**config.mk**
```make
export PLATFORM = sky130hd
export DESIGN_NAME = sisc_mem_arbiter
export DESIGN_NICKNAME = d
export VERILOG_FILES = /design/src/rtl/sisc_mem_pkg.sv /design/src/rtl/sisc_mem_arb_pick.sv /design/src/rtl/sisc_mem_arbiter.sv
export SDC_FILE = /design/constraint.sdc
export NUM_CORES = 1
export LEC_CHECK = 0
export ABC_AREA = 1
export CELL_PAD_IN_SITES_DETAIL_PLACEMENT = 0
export CELL_PAD_IN_SITES_GLOBAL_PLACEMENT = 2
export CORE_MARGIN = 2
export CORE_UTILIZATION = 21
export DETAILED_ROUTE_END_ITERATION = 16
export MAX_ROUTING_LAYER = met4
export PLACE_DENSITY = 0.9
export SLEW_MARGIN = 20
export SYNTH_ARGS = -nofsm -noshare
export SYNTH_HDL_FRONTEND = slang
export SYNTH_SLANG_ARGS = --single-unit
```
**constraint.sdc**
```tcl
create_clock -name clk -period 4.2 [get_ports clk]
set_input_delay 0.84 -clock clk [delete_from_list [all_inputs] [get_ports clk]]
set_output_delay 0.84 -clock clk [all_outputs]
set_load 0.01 [all_outputs]
```
**src/rtl/sisc_mem_pkg.sv**
```systemverilog
// Shared definitions for the SISC memory arbiter: port ids, FSM states,
// counter widths and a port-id to one-hot helper.
package sisc_mem_pkg;

    localparam logic [1:0] PORT_IF  = 2'd0;
    localparam logic [1:0] PORT_DM  = 2'd1;
    localparam logic [1:0] PORT_DBG = 2'd2;

    localparam int IF_WAIT_W = 4;
    localparam int LAT_W     = 4;

    typedef enum logic [1:0] {
        ST_IDLE   = 2'd0,
        ST_ACCESS = 2'd1,
        ST_DONE   = 2'd2
    } arb_state_t;

    function automatic logic [2:0] port_onehot(input logic [1:0] id);
        return 3'b001 << id;
    endfunction

endpackage

```
**src/rtl/sisc_mem_arb_pick.sv**
```systemverilog
// Combinational winner selection: DBG > DM > IF, except that a starving IF
// beats DM. Ports in the served-mask are not eligible.
module sisc_mem_arb_pick
    import sisc_mem_pkg::*;
(
    input  logic [2:0] req,
    input  logic [2:0] mask,
    input  logic       starve,
    output logic       valid,
    output logic [1:0] grant
);

    logic [2:0] elig;

    always_comb begin
        elig  = req & ~mask;
        valid = |elig;
        grant = PORT_IF;
        if (elig[PORT_DBG]) begin
            grant = PORT_DBG;
        end else if (elig[PORT_IF] && (starve || !elig[PORT_DM])) begin
            grant = PORT_IF;
        end else if (elig[PORT_DM]) begin
            grant = PORT_DM;
        end
    end

endmodule

```
**src/rtl/sisc_mem_arbiter.sv**
```systemverilog
// Single-port memory arbiter for IF, DM and DBG requesters with a fixed
// access latency and a one-cycle one-hot ack to the served port.
//
// state  | meaning
// IDLE   | waiting for an unmasked request; winner latched on the way out
// ACCESS | memory enabled for MEM_LAT cycles, write strobe in the first only
// DONE   | one-cycle ack to the granted port, rdata holds captured data
module sisc_mem_arbiter
    import sisc_mem_pkg::*;
#(
    parameter int unsigned ADDR_W     = 16,
    parameter int unsigned DATA_W     = 32,
    parameter int unsigned MEM_LAT    = 2,
    parameter int unsigned STARVE_MAX = 4
) (
    input  logic              clk,
    input  logic              rst,
    input  logic              if_req,
    input  logic [ADDR_W-1:0] if_addr,
    input  logic              dm_req,
    input  logic              dm_we,
    input  logic [ADDR_W-1:0] dm_addr,
    input  logic [DATA_W-1:0] dm_wdata,
    input  logic              dbg_req,
    input  logic              dbg_we,
    input  logic [ADDR_W-1:0] dbg_addr,
    input  logic [DATA_W-1:0] dbg_wdata,
    output logic [2:0]        ack,
    output logic [DATA_W-1:0] rdata,
    output logic              busy,
    output logic              mem_en,
    output logic              mem_we,
    output logic [ADDR_W-1:0] mem_addr,
    output logic [DATA_W-1:0] mem_wdata,
    input  logic [DATA_W-1:0] mem_rdata
);

    if (MEM_LAT < 1 || MEM_LAT > 15) begin : g_lat_check
        $error("sisc_mem_arbiter: MEM_LAT must be in 1..15");
    end

    arb_state_t           state_q, state_d;
    logic [LAT_W-1:0]     lat_q, lat_d;
    logic [1:0]           grant_q;
    logic [2:0]           mask_q;
    logic [IF_WAIT_W-1:0] wait_q;
    logic [ADDR_W-1:0]    addr_q, sel_addr;
    logic [DATA_W-1:0]    wdata_q, sel_wdata;
    logic                 we_q, sel_we, first_q;
    logic                 pick_valid, starve, take, capture;
    logic [1:0]           pick_id;

    assign starve = (32'(wait_q) >= STARVE_MAX);

    sisc_mem_arb_pick u_pick (
        .req    ({dbg_req, dm_req, if_req}),
        .mask   (mask_q),
        .starve (starve),
        .valid  (pick_valid),
        .grant  (pick_id)
    );

    // IF is a read-only port, so its write data and enable are forced to 0.
    always_comb begin
        sel_addr  = if_addr;
        sel_wdata = '0;
        sel_we    = 1'b0;
        case (pick_id)
            PORT_DM: begin
                sel_addr  = dm_addr;
                sel_wdata = dm_wdata;
                sel_we    = dm_we;
            end
            PORT_DBG: begin
                sel_addr  = dbg_addr;
                sel_wdata = dbg_wdata;
                sel_we    = dbg_we;
            end
            default: ;
        endcase
    end

    always_comb begin
        state_d = state_q;
        lat_d   = lat_q;
        take    = 1'b0;
        capture = 1'b0;
        unique case (state_q)
            ST_IDLE: begin
                if (pick_valid) begin
                    state_d = ST_ACCESS;
                    lat_d   = LAT_W'(MEM_LAT - 1);
                    take    = 1'b1;
                end
            end
            ST_ACCESS: begin
                if (lat_q == '0) begin
                    state_d = ST_DONE;
                    capture = 1'b1;
                end else begin
                    lat_d = lat_q - 1'b1;
                end
            end
            ST_DONE: state_d = ST_IDLE;
            default: state_d = ST_IDLE;
        endcase
    end

    always_ff @(posedge clk or posedge rst) begin
        if (rst) begin
            state_q <= ST_IDLE;
            lat_q   <= '0;
            grant_q <= PORT_IF;
            mask_q  <= '0;
            wait_q  <= '0;
            addr_q  <= '0;
            wdata_q <= '0;
            we_q    <= 1'b0;
            first_q <= 1'b0;
            rdata   <= '0;
        end else begin
            state_q <= state_d;
            lat_q   <= lat_d;
            first_q <= take;
            if (take) begin
                grant_q <= pick_id;
                addr_q  <= sel_addr;
                wdata_q <= sel_wdata;
                we_q    <= sel_we;
            end
            if (capture) begin
                rdata <= mem_rdata;
            end
            // Served port sits out exactly the IDLE cycle that follows DONE.
            mask_q <= (state_q == ST_DONE) ? port_onehot(grant_q) : 3'b000;
            if (take && pick_id == PORT_IF) begin
                wait_q <= '0;
            end else if (if_req && grant_q != PORT_IF && wait_q != '1) begin
                wait_q <= wait_q + 1'b1;
            end
        end
    end

    assign busy      = (state_q != ST_IDLE);
    assign mem_en    = (state_q == ST_ACCESS);
    assign mem_we    = mem_en && first_q && we_q;
    assign mem_addr  = mem_en ? addr_q : '0;
    assign mem_wdata = mem_en ? wdata_q : '0;
    assign ack       = (state_q == ST_DONE) ? port_onehot(grant_q) : 3'b000;

endmodule

```
# After elaboration in Yosys (flattened, before gate mapping)
# Index checks and enable logic that the tools add are counted.
dict set report classes {
  addsub 2
  n_lt_le_gt_ge 1
  n_eq_ne 8
  n_shift 1
  n_mux 21
  bitwise 2
  n_reduce_logical 18
}
# cell n
set op_table {}
lappend op_table {{case mux 32 bit (2 select lines)} 1}
lappend op_table {{two-way mux 32 bit} 1}
lappend op_table {{case mux 16 bit (2 select lines)} 1}
lappend op_table {{two-way mux 16 bit} 1}
lappend op_table {{two-way mux 4 bit} 4}
lappend op_table {{two-way mux 2 bit} 4}
lappend op_table {{case mux 4 bit (2 select lines)} 1}
lappend op_table {{nonzero test 2 bit} 4}
lappend op_table {{logical AND 1 bit} 6}
lappend op_table {{two-way mux 1 bit} 5}
lappend op_table {{adder 4 x 1 -> 4 bit, second input constant} 1}
lappend op_table {{equality test 2 x 1 -> 1 bit, second input constant} 2}
lappend op_table {{equality test 2 bit, second input constant} 2}
lappend op_table {{greater-or-equal comparator 4 x 3 -> 1 bit, second input constant} 1}
lappend op_table {{logical NOT 2 bit} 2}
lappend op_table {{logical NOT 4 bit} 1}
lappend op_table {{inequality test 2 bit, second input constant} 2}
lappend op_table {{inequality test 4 bit, second input constant} 1}
lappend op_table {{case mux 2 bit (2 select lines)} 1}
lappend op_table {{subtractor 4 x 1 -> 4 bit, second input constant} 1}
lappend op_table {{AND 3 bit} 1}
lappend op_table {{two-way mux 3 bit} 1}
lappend op_table {{NOT 3 bit} 1}
lappend op_table {{AND reduction 3 bit} 1}
lappend op_table {{7 further kinds} 7}
dict set report word_totals {
  ff_bits 97
  inputBits 151
  output_inout_bits 86
  wordCells 63
}

# Depth between registers and ports, before layout
dict set report logic_depth {
  ltp_word 10
  depth_mapped 9
  ltp_nobuf 8
}

# By module
# From an unflattened synthesis, not the netlist that was laid out.
dict set report unflattened {
  cells_unflattened 668
  hier_area_um2 5187.5
}
# module instances cells_per_inst area_each_um2 seq_area_each_um2
set by_module_without_submodules {}
lappend by_module_without_submodules {sisc_mem_arbiter 1 654 5128.7 2427.3}
lappend by_module_without_submodules {sisc_mem_arb_pick 1 14 58.8 0.0}

# Worst setup path after synthesis
# OpenSTA, ideal clock, no wires.
dict set report synth_timing {
  path_kind {reg2out}
  startpoint {register state_q[1]}
  endpoint {output port mem_addr[0]}
  t_arrival_ns 1.038
  t_required_ns 3.360
  slack_ns 2.322
  stages_incl_launch_ff 5
  path_buffers 1
  cell_sequence {dfrtp_1 > nor2_4 > inv_2 > clkbuf_1 > nor2_1}
}
dict set report synth_between {
  elab_chain_cells 2
}
# element line_no
set synth_lines {}
lappend synth_lines {{start: declaration} sisc_mem_arbiter.sv:42} ;# arb_state_t state_q, state_d;
lappend synth_lines {{start signal: assignment} sisc_mem_arbiter.sv:122} ;# state_q <= state_d;
lappend synth_lines {{equality test 2 x 1 -> 1 bit} sisc_mem_arbiter.sv:145} ;# assign mem_en = (state_q == ST_ACCESS);
lappend synth_lines {{named net mem_en} sisc_mem_arbiter.sv:31} ;# output logic mem_en,
lappend synth_lines {{two-way mux 16 bit} sisc_mem_arbiter.sv:147} ;# assign mem_addr = mem_en ? addr_q : '0;
lappend synth_lines {{end: declaration} sisc_mem_arbiter.sv:33} ;# output logic [ADDR_W-1:0] mem_addr,
# The timed path passes the listed nets, and every way through them passes these cells.

# Final worst setup path
dict set report layout_timing {
  startpoint {register state_q[0]}
  endpoint {output port mem_addr[13]}
}
dict set report layout_between {
  elab_chain_cells 2
}
# element line_no
set layout_lines {}
lappend layout_lines {{equality test 2 x 1 -> 1 bit} sisc_mem_arbiter.sv:145}
lappend layout_lines {{two-way mux 16 bit} sisc_mem_arbiter.sv:147}
# Every way passes these cells.

==> reports/metrics.csv <==
metric,value,unit
Rel. slew slack,33.12,%
total gr overflow,0,
worst slew pin tran,1.002,ns
maximum clock path buffer count,2,
initial antenna violation count,1,
startpoint types,flop,
Final #Nets,1101,
"Period Utilization, post-route",73.96,%
setup violators final,0,
distinct cell type count after synthesis,26,
Die Y,159.6,um
first-pass GRT wire length,27120,um
clock slew at reported path FFs,0.07,ns
fmax,0.3219,GHz
Crit path top cell by count,inv_2,
row cnt,56,
TNS Setup,0,ns
multi-input logic area,0.002097,mm2
Detail Route Antenna Nets,0,
htree depth,3,
top-area cell type share of the netlist area,47.76,%
most used routing layer in global routing,met2,
CP max FO,51,
register area share after synthesis,47.76,%
Top delay family on crit path,buffers and inverters,
drt pass-1 iters,5,
Fin Hold WS,0.4682,ns
synthesis-to-layout area growth,57.98,%
peak supply drop,244.1,uV
die area,0.02546,mm2
# IOs,237,
"FF+latch count, synth",97,
Non-Filler Instances,1272,
number of port buffers,236,
M1 GR Usage,16.36,%
Final Hold Viols,0,
DR vias,5062,
gp weighted congestion,0.7481,
outcome,"complete, no violations",
Tot GR Track Use,13.56,%
CTS root buffer,clkbuf_16,
vias in the first global route,5136,
register area,0.002427,mm2
Inserted Clock Buffers,9,
RSZ-0062 raised after global routing,false,
cell area after synthesis,0.005082,mm2
post-cts sizing count,0,
"top cells by area, synth","dfrtp_1, nand2_1, nor2_1",
clock skew,0.007802,ns
Period minus WS final,3.106,ns
Crit Path Category,flop to output port,
fraction of layout cells with a size suffix above 1,4.307,%
Core Area,0.02361,mm2
mean area per synthesized cell,6.962,um2
"area leader, netlist",dfrtp_1,
synth warn,0,
CP max stage cell,inv_2,
"Req. time, crit path",3.36,ns
Syn Nets,884,
Chip Width,159.6,um
Crit. End Element,output port,
drt via density,3.980,
worst path cell trace,"inv_2, nor2_4, inv_2, nor2_1, clkdlybuf4s50_1",
WL final,16630,um
Starting Density,21.52,%
CP peak stage delay,0.72,ns
Global Route met3 Usage,3.595,%
Pins Over Slew Limit,0,
DR iter-0 viols,230,
leakage,0.003905,uW
Synth Instances,730,
Post-CTS Setup Bufs,0,
Hold WC Path Type,flop to flop,
largest net degree at the start of global routing,65,
dpl cells,1255,
post-DP HPWL,11850,um
max-cap violations,0,
GR Util met2,22.92,%
DRC Markers,0,
CP arrival,2.27,ns
PD cells,648.0,mW/mm2
TritonCTS clock tree,yes,
Clock Sink Count,97,
CTS Hold Bufs,0,
drt wl/cell,13.08,um
worst skew pair latency,0.35,ns
"Buf+Inv Stages, Crit Path",3,
Fillers,2569,
==> path summary, 6_finish.rpt <==
check                                start      endpoint  slack, ns  cells past startpoint
worst max-delay path            state_q[0]  mem_addr[13]       1.09                      5
worst min-delay path             rdata[18]     rdata[18]       0.47                      2
worst max register to register  state_q[1]     rdata[29]       1.64                      6
worst min register to register   rdata[18]     rdata[18]       0.47                      2
max in group asynchronous              rst     addr_q[3]       2.46                      3
min in group asynchronous              rst     rdata[25]       0.92                      2
==> final cells by class <==
| class | instances | area share [%] |
|---|---|---|
| flip-flops and latches | 97 | 30.23 |
| repair buffers | 241 | 29.89 |
| multi-input cells | 499 | 26.12 |
| well taps | 319 | 4.971 |
| inverters | 99 | 4.691 |
| clock buffers | 9 | 2.805 |
| clock inverters | 7 | 1.262 |
| diodes | 1 | 0.03117 |
==> through the flow <==
stage	setup slack, ns	area (um2)	util, %	total power, uW
after floorplan	0.8263	5082	-	3065
after global placement	1.328	7700	32.61	4342
after detailed placement	1.273	7700	32.61	4369
after CTS	0.9897	8026	33.99	5332
after global routing	0.8786	8029	34.00	5670
final	1.094	8029	34.00	5202
==> worst reg2reg max path: stages, from the launching register on <==
cell,delay (ns)
dfrtp_1,0.42
nor2_4,0.17
inv_2,0.39
nor2_4,0.77
inv_2,0.48
nand2_1,0.17
nand2_1,0.06
==> power by group <==
part / internal (uW) / switching [uW] / total, uW
sequential: 1360 / 223 / 1580
clock: 530 / 389 / 919
combinational: 1210 / 1490 / 2700
==> logic make-up (layout without fill, tap and decap cells) <==
logic type               after synthesis  count (layout)  synth area share (%)
buffers and inverters                134             356                 10.98
other                                  0               1                     0
flip-flops                            97              97                 47.76
AO/OA/AOI/OAI                         41              41                 4.111
XOR/XNOR                               2               2                0.3447
adder cells (fa/ha/maj)                3               3                0.7386
AND/OR/NAND/NOR                      453             453                 36.07
==> sequential cells by signal (all words and copies together) (netlist names) <==
name,count
rdata,32
wdata_q,32
addr_q,16
lat_q,4
wait_q,4
mask_q,3
grant_q,2
state_q,2
first_q,1
we_q,1
==> cell usage after synthesis <==
cell,number
nand2_1,298
nor2_1,103
dfrtp_1,97
inv_1,92
o21ai_1,28
nand3_1,23
buf_2,21
nand4_1,15
clkbuf_1,9
o21ai_0,9
inv_2,6
buf_4,3
ha_1,3
nand2_2,3
nor3_1,3
a21oi_1,2
buf_6,2
nand2_4,2
nor2_2,2
nor2_4,2
xor2_1,2
inv_4,1
nand3_2,1
nand3_4,1
o21bai_1,1
o22ai_1,1
==> layout by cell type, fill, tap and decap left out <==
cell and instances:
nand4_1 15, nand3_1 23, ha_1 3, xor2_1 2, nor2_2 2, bufinv_16 2, nand3_2 1, nand2_4 2
clkdlybuf4s50_1 236, nand2_2 3, a21oi_1 2, clkinvlp_4 1, inv_4 2, nand3_4 1, buf_4 5, clkbuf_16 9
nand2_1 298, nor2_4 2, diode_2 1, dfrtp_1 97, o22ai_1 1, inv_6 2, inv_8 1, nor3_1 3
inv_2 7, clkinv_2 1, o21bai_1 1, nor2_1 103, o21ai_0 9, o21ai_1 28, inv_1 90
==> metal layers <==
| metal | routed length, um | vias to the layer above | part of all wire (%) |
|---|---|---|---|
| met4 | 110 | 0 | 0.66 |
| met5 | 0 | - | 0 |
| met1 | 7350 | 2284 | 44 |
| li1 | - | 2619 | - |
| met2 | 8143 | 151 | 49 |
| met3 | 1029 | 8 | 6.2 |
Power figures use the tool's default switching activity.
